<file path="src/rtl/control_sequencer.sv">
// control_sequencer: Mini SRC multi-cycle control unit (fetch T0-T2, reg-reg execute T3-T6).
// Define CTRL_RETIRE_COUNT_EN to add the o_retire_count retired-instruction counter.
module control_sequencer (
  input  logic        i_clock,
  input  logic        i_clear,
  input  logic        i_run,
  input  logic        i_mem_rdy,
  input  logic [31:0] i_ir,
  output logic        o_pc_out,
  output logic        o_zlow_out,
  output logic        o_zhigh_out,
  output logic        o_mdr_out,
  output logic        o_lo_out,
  output logic        o_hi_out,
  output logic [15:0] o_rout,
  output logic [15:0] o_rin,
  output logic        o_pc_in,
  output logic        o_ir_in,
  output logic        o_mar_in,
  output logic        o_mdr_in,
  output logic        o_y_in,
  output logic        o_z_in,
  output logic        o_lo_in,
  output logic        o_hi_in,
  output logic        o_read,
  output logic        o_inc_pc,
  output logic [12:0] o_alu_op,
  output logic        o_halted,
  output logic        o_illegal
`ifdef CTRL_RETIRE_COUNT_EN
  ,
  output logic [31:0] o_retire_count
`endif
);

  typedef enum logic [3:0] {
    S_IDLE, S_T0, S_T1, S_T2, S_T3, S_T4, S_T5, S_T6, S_HALT
  } state_t;

  state_t      r_state;
  logic [4:0]  w_opcode;
  logic [3:0]  w_ra, w_rb, w_rc;
  logic [15:0] w_ra_sel, w_rb_sel, w_rc_sel;
  logic [12:0] w_alu;
  logic        w_is_alu, w_is_muldiv, w_is_unary, w_is_nop, w_is_halt;
  logic        w_unused_ir;
  state_t      w_eoi_state;

  assign w_opcode    = i_ir[31:27];
  assign w_ra        = i_ir[26:23];
  assign w_rb        = i_ir[22:19];
  assign w_rc        = i_ir[18:15];
  assign w_unused_ir = ^i_ir[14:0];
  assign w_rb_sel    = 16'd1 << w_rb;
  assign w_rc_sel    = 16'd1 << w_rc;
  // R0 is never a write target
  assign w_ra_sel    = (w_ra == 4'd0) ? 16'd0 : (16'd1 << w_ra);
  assign w_eoi_state = i_run ? S_T0 : S_IDLE;

  always_comb begin
    w_alu = '0;
    case (w_opcode)
      5'b00011: w_alu[0]  = 1'b1;
      5'b00100: w_alu[1]  = 1'b1;
      5'b01111: w_alu[2]  = 1'b1;
      5'b10000: w_alu[3]  = 1'b1;
      5'b01001: w_alu[4]  = 1'b1;
      5'b01010: w_alu[5]  = 1'b1;
      5'b01011: w_alu[6]  = 1'b1;
      5'b00111: w_alu[7]  = 1'b1;
      5'b01000: w_alu[8]  = 1'b1;
      5'b00101: w_alu[9]  = 1'b1;
      5'b00110: w_alu[10] = 1'b1;
      5'b10001: w_alu[11] = 1'b1;
      5'b10010: w_alu[12] = 1'b1;
      default:  w_alu = '0;
    endcase
    w_is_alu    = |w_alu;
    w_is_muldiv = w_alu[2] | w_alu[3];
    w_is_unary  = w_alu[11] | w_alu[12];
    w_is_nop    = (w_opcode == 5'b11010);
    w_is_halt   = (w_opcode == 5'b11011);
  end

  always_ff @(posedge i_clock) begin
    if (i_clear) begin
      r_state <= S_IDLE;
    end else begin
      case (r_state)
        S_IDLE: if (i_run) r_state <= S_T0;
        S_T0:   r_state <= S_T1;
        S_T1:   if (i_mem_rdy) r_state <= S_T2;
        S_T2:   r_state <= S_T3;
        S_T3: begin
          if (w_is_alu)       r_state <= S_T4;
          else if (w_is_halt) r_state <= S_HALT;
          else                r_state <= w_eoi_state;
        end
        S_T4:   r_state <= S_T5;
        S_T5:   r_state <= w_is_muldiv ? S_T6 : w_eoi_state;
        S_T6:   r_state <= w_eoi_state;
        S_HALT: r_state <= S_HALT;
        default: r_state <= S_IDLE;
      endcase
    end
  end

  always_comb begin
    o_pc_out = 1'b0; o_zlow_out = 1'b0; o_zhigh_out = 1'b0; o_mdr_out = 1'b0;
    o_lo_out = 1'b0; o_hi_out = 1'b0; o_rout = '0; o_rin = '0;
    o_pc_in = 1'b0; o_ir_in = 1'b0; o_mar_in = 1'b0; o_mdr_in = 1'b0;
    o_y_in = 1'b0; o_z_in = 1'b0; o_lo_in = 1'b0; o_hi_in = 1'b0;
    o_read = 1'b0; o_inc_pc = 1'b0; o_alu_op = '0; o_halted = 1'b0; o_illegal = 1'b0;
    case (r_state)
      S_T0: begin
        o_pc_out = 1'b1; o_mar_in = 1'b1; o_inc_pc = 1'b1; o_z_in = 1'b1;
      end
      S_T1: begin
        o_read = 1'b1;
        if (i_mem_rdy) begin
          o_zlow_out = 1'b1; o_pc_in = 1'b1; o_mdr_in = 1'b1;
        end
      end
      S_T2: begin
        o_mdr_out = 1'b1; o_ir_in = 1'b1;
      end
      S_T3: begin
        if (w_is_alu) begin
          o_rout = w_rb_sel; o_y_in = 1'b1;
        end else if (!w_is_nop && !w_is_halt) begin
          o_illegal = 1'b1;
        end
      end
      S_T4: begin
        o_rout   = w_is_unary ? w_rb_sel : w_rc_sel;
        o_alu_op = w_alu;
        o_z_in   = 1'b1;
      end
      S_T5: begin
        o_zlow_out = 1'b1;
        if (w_is_muldiv) o_lo_in = 1'b1;
        else             o_rin   = w_ra_sel;
      end
      S_T6: begin
        o_zhigh_out = 1'b1; o_hi_in = 1'b1;
      end
      S_HALT: o_halted = 1'b1;
      default: ;
    endcase
  end

`ifdef CTRL_RETIRE_COUNT_EN
  logic        w_retire;
  logic [31:0] r_retire_count;

  // final cycle of a completed nop, single-cycle-result ALU op, or mul/div
  assign w_retire = ((r_state == S_T3) && w_is_nop) ||
                    ((r_state == S_T5) && w_is_alu && !w_is_muldiv) ||
                    (r_state == S_T6);

  always_ff @(posedge i_clock) begin
    if (i_clear)       r_retire_count <= '0;
    else if (w_retire) r_retire_count <= r_retire_count + 32'd1;
  end

  assign o_retire_count = r_retire_count;
`endif

endmodule
</file>
<file path="config.mk">
export PLATFORM = sky130hd
export DESIGN_NAME = control_sequencer
export DESIGN_NICKNAME = d
export VERILOG_FILES = /design/src/rtl/control_sequencer.sv
export SDC_FILE = /design/constraint.sdc
export NUM_CORES = 1
export LEC_CHECK = 0
export CELL_PAD_IN_SITES_DETAIL_PLACEMENT = 0
export CELL_PAD_IN_SITES_GLOBAL_PLACEMENT = 1
export CORE_MARGIN = 1.5
export CORE_UTILIZATION = 21
export DETAILED_ROUTE_END_ITERATION = 16
export PLACE_DENSITY = 0.91
export SYNTH_ARGS = -nofsm -noshare
export SYNTH_HDL_FRONTEND = slang
export SYNTH_SLANG_ARGS = --single-unit
</file>
<file path="constraint.sdc">
create_clock -name i_clock -period 7.7 [get_ports i_clock]
set_input_delay 2.31 -clock i_clock [delete_from_list [all_inputs] [get_ports i_clock]]
set_output_delay 2.31 -clock i_clock [all_outputs]
set_load 0.02 [all_outputs]
</file>
==> run_results.csv, run 1 <==
group,metric,value,unit
yosys,synthSimpleGateAreaFrac,56.5,%
final_layout,top_regs,"r_state (4)",
hold_path,hp-class,"register to register",
floorplanning,die_h,75.3,microns
floorplanning,ios,99,
route,routed-via-count,1470,
route,drtIter0Drc,29,
floorplanning,start_util,21.6,%
sta,period_needed,7160,ps
grt,use_met3,2.78,%
sta,setup_violations,0,
grt,use_met1,14.4,%
final_layout,n_fill_cell,561,
yosys,postSynthAreaPerCell,6.17,sq um
hold_path,hold_end,"r_state[3]",
final_layout,layout_common_cells,"80 x clkdlybuf4s50_1, 32 x nor2_1, 25 x nand2_1",
placed_design,dp_hpwl,2.99,mm
yosys,synth_flop_cell,"dfxtp_1",
floorplanning,num_rows,26,
grt,grt_pass1_wl,5.62,mm
final_layout,antenna_cells,0,
yosys,synth_compound_area_share,22.1,%
grt,met2_usage,21.8,%
floorplanning,core_region_area,5070,sq um
pwr,power_density,72.1,nW/um^2
yosys,seq_area_frac_synth,7.29,%
yosys,synthMuxAreaShare,0,%
final_layout,seq_area,80.1,sq um
worst_setup_path,r2r_start,"r_state[2]",
final_layout,nets,284,
worst_setup_path,timing.rr.end,"r_state[0]",
outcome,status,"finished clean",
clock_network,numCtsBuffers,3,
yosys,synth_top_family_by_area,"simple AND/OR/NAND/NOR gates",
hold_path,hold_start,"r_state[3]",
final_layout,regMostFlops,"r_state",
floorplanning,fp.dieW,75.3,microns
hold_path,holdPathStages,2,
route,vias_per_cell,4.65,
clock_network,h-tree-depth,1,
floorplanning,die_area,5670,sq um
pwr,p_leak,0.000621,uW
yosys,synthCells,178,
yosys,synth-seq-cells,4,
worst_setup_path,crit_type,"input port to output pin",
final_layout,final_common_cell,"clkdlybuf4s50_1",
route,ant_nets,0,
pwr,ir_worst_vdd,0.0610,mV
worst_setup_path,reg2reg_depth,5,
worst_setup_path,required,5390,ps
sta,timing_hold_violations_final,0,
clock_network,cts_resized,0,
clock_network,cts.sinks,4,
sta,max_freq,0.140,GHz
sta,tightest_slew,504,ps
placed_design,io_buffers,80,
placed_design,placed_cells,313,
sta,rsz0062_at_grt,"no",
final_layout,drive_above_1_share,5.28,%
pwr,power.total,138,uW
route,wl,3.68,mm
sta,slew_violations,0,
final_layout,areaGrowthSynthToFinish,74.7,%
route,drcViolationCount,0,
clock_network,post_cts_buffers,0,
yosys,ys_warn_count,0,
yosys,synth-async-reset-ratio,0,%
grt,top_usage_layer,"met2",
sta,setup_tns,0,ps
clock_network,clk_pin_slew,30,ps
yosys,synthAdderAreaFrac,0,%
clock_network,hold_buffers,0,
yosys,synth_xor_area_share,0.797,%
flow_run,cap_violations,0,
route,routedWlPerCell,11.7,microns
clock_network,clockBufferDepth,2,
final_layout,stdcell_count,316,
worst_setup_path,worstSetupEndpointType,"output pin",
yosys,synth_edf_count,0,
yosys,synth_cell_types,41,
placed_design,finalWeightedCongestion,0.842,
sta,skew,1.23,ps
worst_setup_path,cp-start-kind,"input port",
grt,first_global_vias,1391,
grt,grt_max_degree,17,
grt,grt_usage,12.2,%
route,drt_pass1_iterations,4,
clock_network,cts.root.buffer_cell,"clkbuf_8",
grt,overflow,0,
worst_setup_path,cp.arrival,4850,ps
worst_setup_path,cp_max_fo,16,
final_layout,multi_input_area,883,sq um
grt,antenna_found_initial,0,
clock_network,clk_latency,220,ps
final_layout,largest_reg_flops,4,
worst_setup_path,reg2reg_slack,6210,ps
sta,finalCritPeriodShare,93.0,%
clock_network,cts_tree,"built",
yosys,synth_area,1100,sq um
sta,relSlewSlack,66.3,%
[metal layers]
layer	share of wire [%]	wire [microns]
met3	10	386
met5	0	0
met4	0.57	21
met2	46	1690
met1	43	1590
[report_power, final]
| group | internal [uW] | switching [uW] | total, uW |
|---|---|---|---|
| sequential | 22.7 | 4.74 | 27.4 |
| clock | 33.3 | 10.9 | 44.3 |
| combinational | 30.3 | 36.3 | 66.7 |
[cell type report]
type | count | area share (%)
Multi-Input combinational cell | 153 | 46.0
Timing Repair Buffer | 81 | 42.1
Sequential cell | 4 | 4.17
Tap cell | 70 | 4.56
Clock buffer | 3 | 2.15
Inverter | 5 | 0.978
[how the worst max path moves through the flow]
stage / from / end / slack [ps] / cells past startpoint
finish: i_ir[30] / o_rout[2] / 540 / 6
global route: i_ir[30] / o_rout[2] / 430 / 6
CTS: i_ir[30] / o_rout[2] / 500 / 6
detailed placement: i_ir[30] / o_rout[2] / 510 / 6
global placement: i_ir[30] / o_rout[1] / 560 / 6
floorplan: i_ir[30] / o_rout[12] / 1410 / 6
[worst max-delay path, stage by stage]
cell             delay [ps]
clkdlybuf4s50_1         560
or3b_1                  570
nor2_8                  200
a21oi_4                 130
o41ai_1                 400
clkdlybuf4s50_1         680
[synth_stat cells (3+ instances only)]
cell / instances / area [sq um]
nand3_1: 6 / 30.0
buf_6: 3 / 33.8
o31ai_1: 9 / 67.6
nor3_1: 9 / 45.0
nand2b_1: 8 / 50.1
inv_1: 5 / 18.8
and3_1: 3 / 18.8
nand2_1: 25 / 93.8
or3_1: 4 / 25.0
nor4_1: 5 / 31.3
clkbuf_1: 4 / 15.0
nor2b_1: 6 / 37.5
nor2_1: 32 / 120
buf_4: 8 / 60.1
a21oi_1: 6 / 30.0
dfxtp_1: 4 / 80.1
o41ai_1: 5 / 43.8
o21ai_0: 7 / 35.0
[cells by family (layout without fill, tap and decap cells)]
group / Yosys count / after routing
flip-flops: 4 / 4
XOR/XNOR: 1 / 1
AO/OA/AOI/OAI: 34 / 34
AND/OR/NAND/NOR: 115 / 115
other: 1 / 3
buffers and inverters: 23 / 89
[per-stage QoR]
stage | area [sq um] | worst slack [ps] | utilization, % | hold WS (ps)
finish | 1920 | 535 | 37.8 | 673
global route | 1920 | 426 | 37.8 | 719
CTS | 1920 | 504 | 37.8 | 671
detailed placement | 1880 | 509 | 37.0 | 669
global placement | 1880 | 563 | 37.0 | 663
floorplan | 1110 | 1410 | - | 588
(Power assumes the default switching activity.)
==> run 2: changes to the inputs <==
Settings changed: ABC_AREA set to 1, CORE_UTILIZATION 21 to 23.
==> run_results.csv, run 2 <==
group,metric,value,unit
clock_network,hold_buffers,0,
clock_network,clockBufferDepth,2,
sta,timing_hold_violations_final,0,
sta,slew_violations,0,
worst_setup_path,reg2reg_slack,6110,ps
worst_setup_path,required,5390,ps
clock_network,cts_tree,"built",
worst_setup_path,worstSetupEndpointType,"output pin",
grt,antenna_found_initial,0,
floorplanning,ios,99,
worst_setup_path,cp-start-kind,"input port",
grt,grt_pass1_wl,7.42,mm
yosys,seq_area_frac_synth,5.83,%
sta,rsz0062_at_grt,"no",
grt,overflow,0,
yosys,synthCells,263,
final_layout,areaGrowthSynthToFinish,58.8,%
grt,grt_usage,13.8,%
final_layout,nets,369,
final_layout,antenna_cells,0,
worst_setup_path,crit_type,"input port to output pin",
final_layout,drive_above_1_share,9.06,%
route,drcViolationCount,0,
placed_design,post-place-ws,841,ps
floorplanning,fp.dieW,80.3,microns
flow_run,cap_violations,0,
worst_setup_path,critical-path-top-delay-family,"buffers and inverters",
yosys,synth_flop_cell,"dfxtp_1",
route,routed-via-count,1954,
yosys,synth_common_cells,"51 x nor2_1, 43 x nand3_1, 35 x o21ai_0",
sta,finalWorstSetupSlack,877,ps
yosys,postSynthAreaPerCell,5.22,sq um
placed_design,io_buffers,80,
final_layout,regMostFlops,"r_state",
hold_path,hp-class,"register to register",
yosys,synth_cell_types,25,
floorplanning,start_util,24.3,%
yosys,synth-async-reset-ratio,0,%
grt,first_global_vias,1731,
clock_network,post_cts_buffers,0,
final_layout,layout_common_cells,"80 x clkdlybuf4s50_1, 51 x nor2_1, 43 x nand3_1",
worst_setup_path,cp.arrival,4510,ps
yosys,synth-seq-cells,4,
clock_network,cts.root.buffer_cell,"clkbuf_8",
route,drtIter0Drc,60,
final_layout,n_fill_cell,602,
final_layout,final_common_cell,"clkdlybuf4s50_1",
worst_setup_path,crit_path_max_incr_delay,720,ps
sta,setup_violations,0,
route,ant_nets,0,
hold_path,hold_end,"r_state[3]",
worst_setup_path,reg2reg_depth,7,
floorplanning,die_area,6440,sq um
worst_setup_path,cp_slowest_cell,"clkdlybuf4s50_1",
clock_network,cts.sinks,4,
clock_network,numCtsBuffers,3,
floorplanning,core_region_area,5640,sq um
sta,holdWs,585,ps
sta,skew,0.955,ps
worst_setup_path,r2r_start,"r_state[1]",
worst_setup_path,timing.rr.end,"r_state[2]",
worst_setup_path,cpMostUsedCell,"nand2_4",
grt,grt_max_degree,29,
clock_network,clk_latency,220,ps
pwr,p_leak,0.000844,uW
route,vias_per_cell,4.85,
yosys,synthTopCellsByArea,"nand3_1 16%, nor2_1 14%, o21ai_0 13%",
sta,max_freq,0.147,GHz
route,routedWlPerCell,11.7,microns
floorplanning,num_rows,27,
worst_setup_path,cp.buffers_inverters,2,
yosys,synth.top_cell.area_share,15.7,%
placed_design,finalWeightedCongestion,0.839,
worst_setup_path,cp_max_fo,13,
yosys,synth_most_common_cell,"nor2_1",
clock_network,cts_resized,0,
floorplanning,die_h,80.3,microns
outcome,status,"finished clean",
hold_path,holdPathStages,2,
route,wl,4.72,mm
worst_setup_path,crit_path_cell_trace,"clkdlybuf4s50_1, nand2_4, nor2_4, nor2_2, nand2_4, nand2_4, a21oi_1, clkdlybuf4s50_1",
sta,period_needed,6820,ps
yosys,synth_area,1370,sq um
sta,setup_tns,0,ps
yosys,ys_warn_count,0,
hold_path,hold_start,"r_state[3]",
yosys,synth_edf_count,0,
yosys,synth_top_area_cell,"nand3_1",
pwr,ir_worst_vdd,0.0370,mV
final_layout,top_regs,"r_state (4)",
placed_design,dp_hpwl,3.78,mm
route,drt_pass1_iterations,4,
final_layout,largest_reg_flops,4,
pwr,power_density,75.8,nW/um^2
sta,finalCritPeriodShare,88.6,%
clock_network,clk_pin_slew,30,ps
clock_network,h-tree-depth,1,
-- run 2: layout make-up --
type | count | area (sq um) | share of cell area [%]
Sequential cell | 4 | 80.1 | 3.67
Clock buffer | 3 | 41.3 | 1.89
Multi-Input combinational cell | 211 | 1040 | 47.9
Tap cell | 72 | 90.1 | 4.13
Inverter | 33 | 124 | 5.68
Timing Repair Buffer | 80 | 801 | 36.7
-- run 2: worst max path at each step --
stage / start / to / slack, ps / depth (start not counted)
6_report: i_ir[31] / o_rout[10] / 880 / 8
3_5_place_dp: i_ir[31] / o_rout[10] / 840 / 8
3_3_place_gp: i_ir[31] / o_rout[10] / 860 / 8
5_1_grt: i_ir[31] / o_rout[10] / 720 / 9
4_1_cts: i_ir[31] / o_rout[10] / 830 / 8
2_1_floorplan: i_ir[27] / o_rout[9] / 2060 / 6
-- run 2: per-layer routing --
| metal | vias up | track usage [%] | routed length [microns] |
|---|---|---|---|
| met5 | - | 0 | 0 |
| met4 | 0 | 2.59 | 15 |
| met3 | 2 | 0.682 | 380 |
| met2 | 83 | 26.4 | 2260 |
| met1 | 879 | 17.0 | 2060 |
| li1 | 990 | - | - |
-- run 2: logic make-up (layout without fill, tap and decap cells) --
group | count (synthesis) | count (layout) | share of synthesized area [%]
simple gates | 155 | 155 | 55.7
compound gates | 53 | 53 | 19.5
buf+inv | 50 | 116 | 18.7
flops | 4 | 4 | 5.83
other cells | 1 | 3 | 0.273
-- run 2: where the power goes --
part / switching (uW) / leakage [uW] / internal [uW]
Clock: 12.0 / 0.0000216 / 33.4
Combinational: 58.8 / 0.000790 / 35.7
Sequential: 1.93 / 0.0000327 / 23.2
Total: 72.8 / 0.000844 / 92.4
-- run 2: worst reg2reg max path, stage by stage, from the launching register on --
cell and delay [ps]:
dfxtp_1 320, inv_1 150, nand2_2 120, nor2_4 280, inv_1 280, nand2_1 170
nor2_1 50, a21oi_1 150
-- run 2: per-stage QoR --
stage	std cells	power, uW	instance area, sq um	utilization (%)
floorplan	265	88.8	1380	-
global route	403	176	2180	38.6
CTS	403	166	2180	38.6
detailed placement	400	120	2140	37.9
finish	403	165	2180	38.6
global placement	400	120	2140	37.9
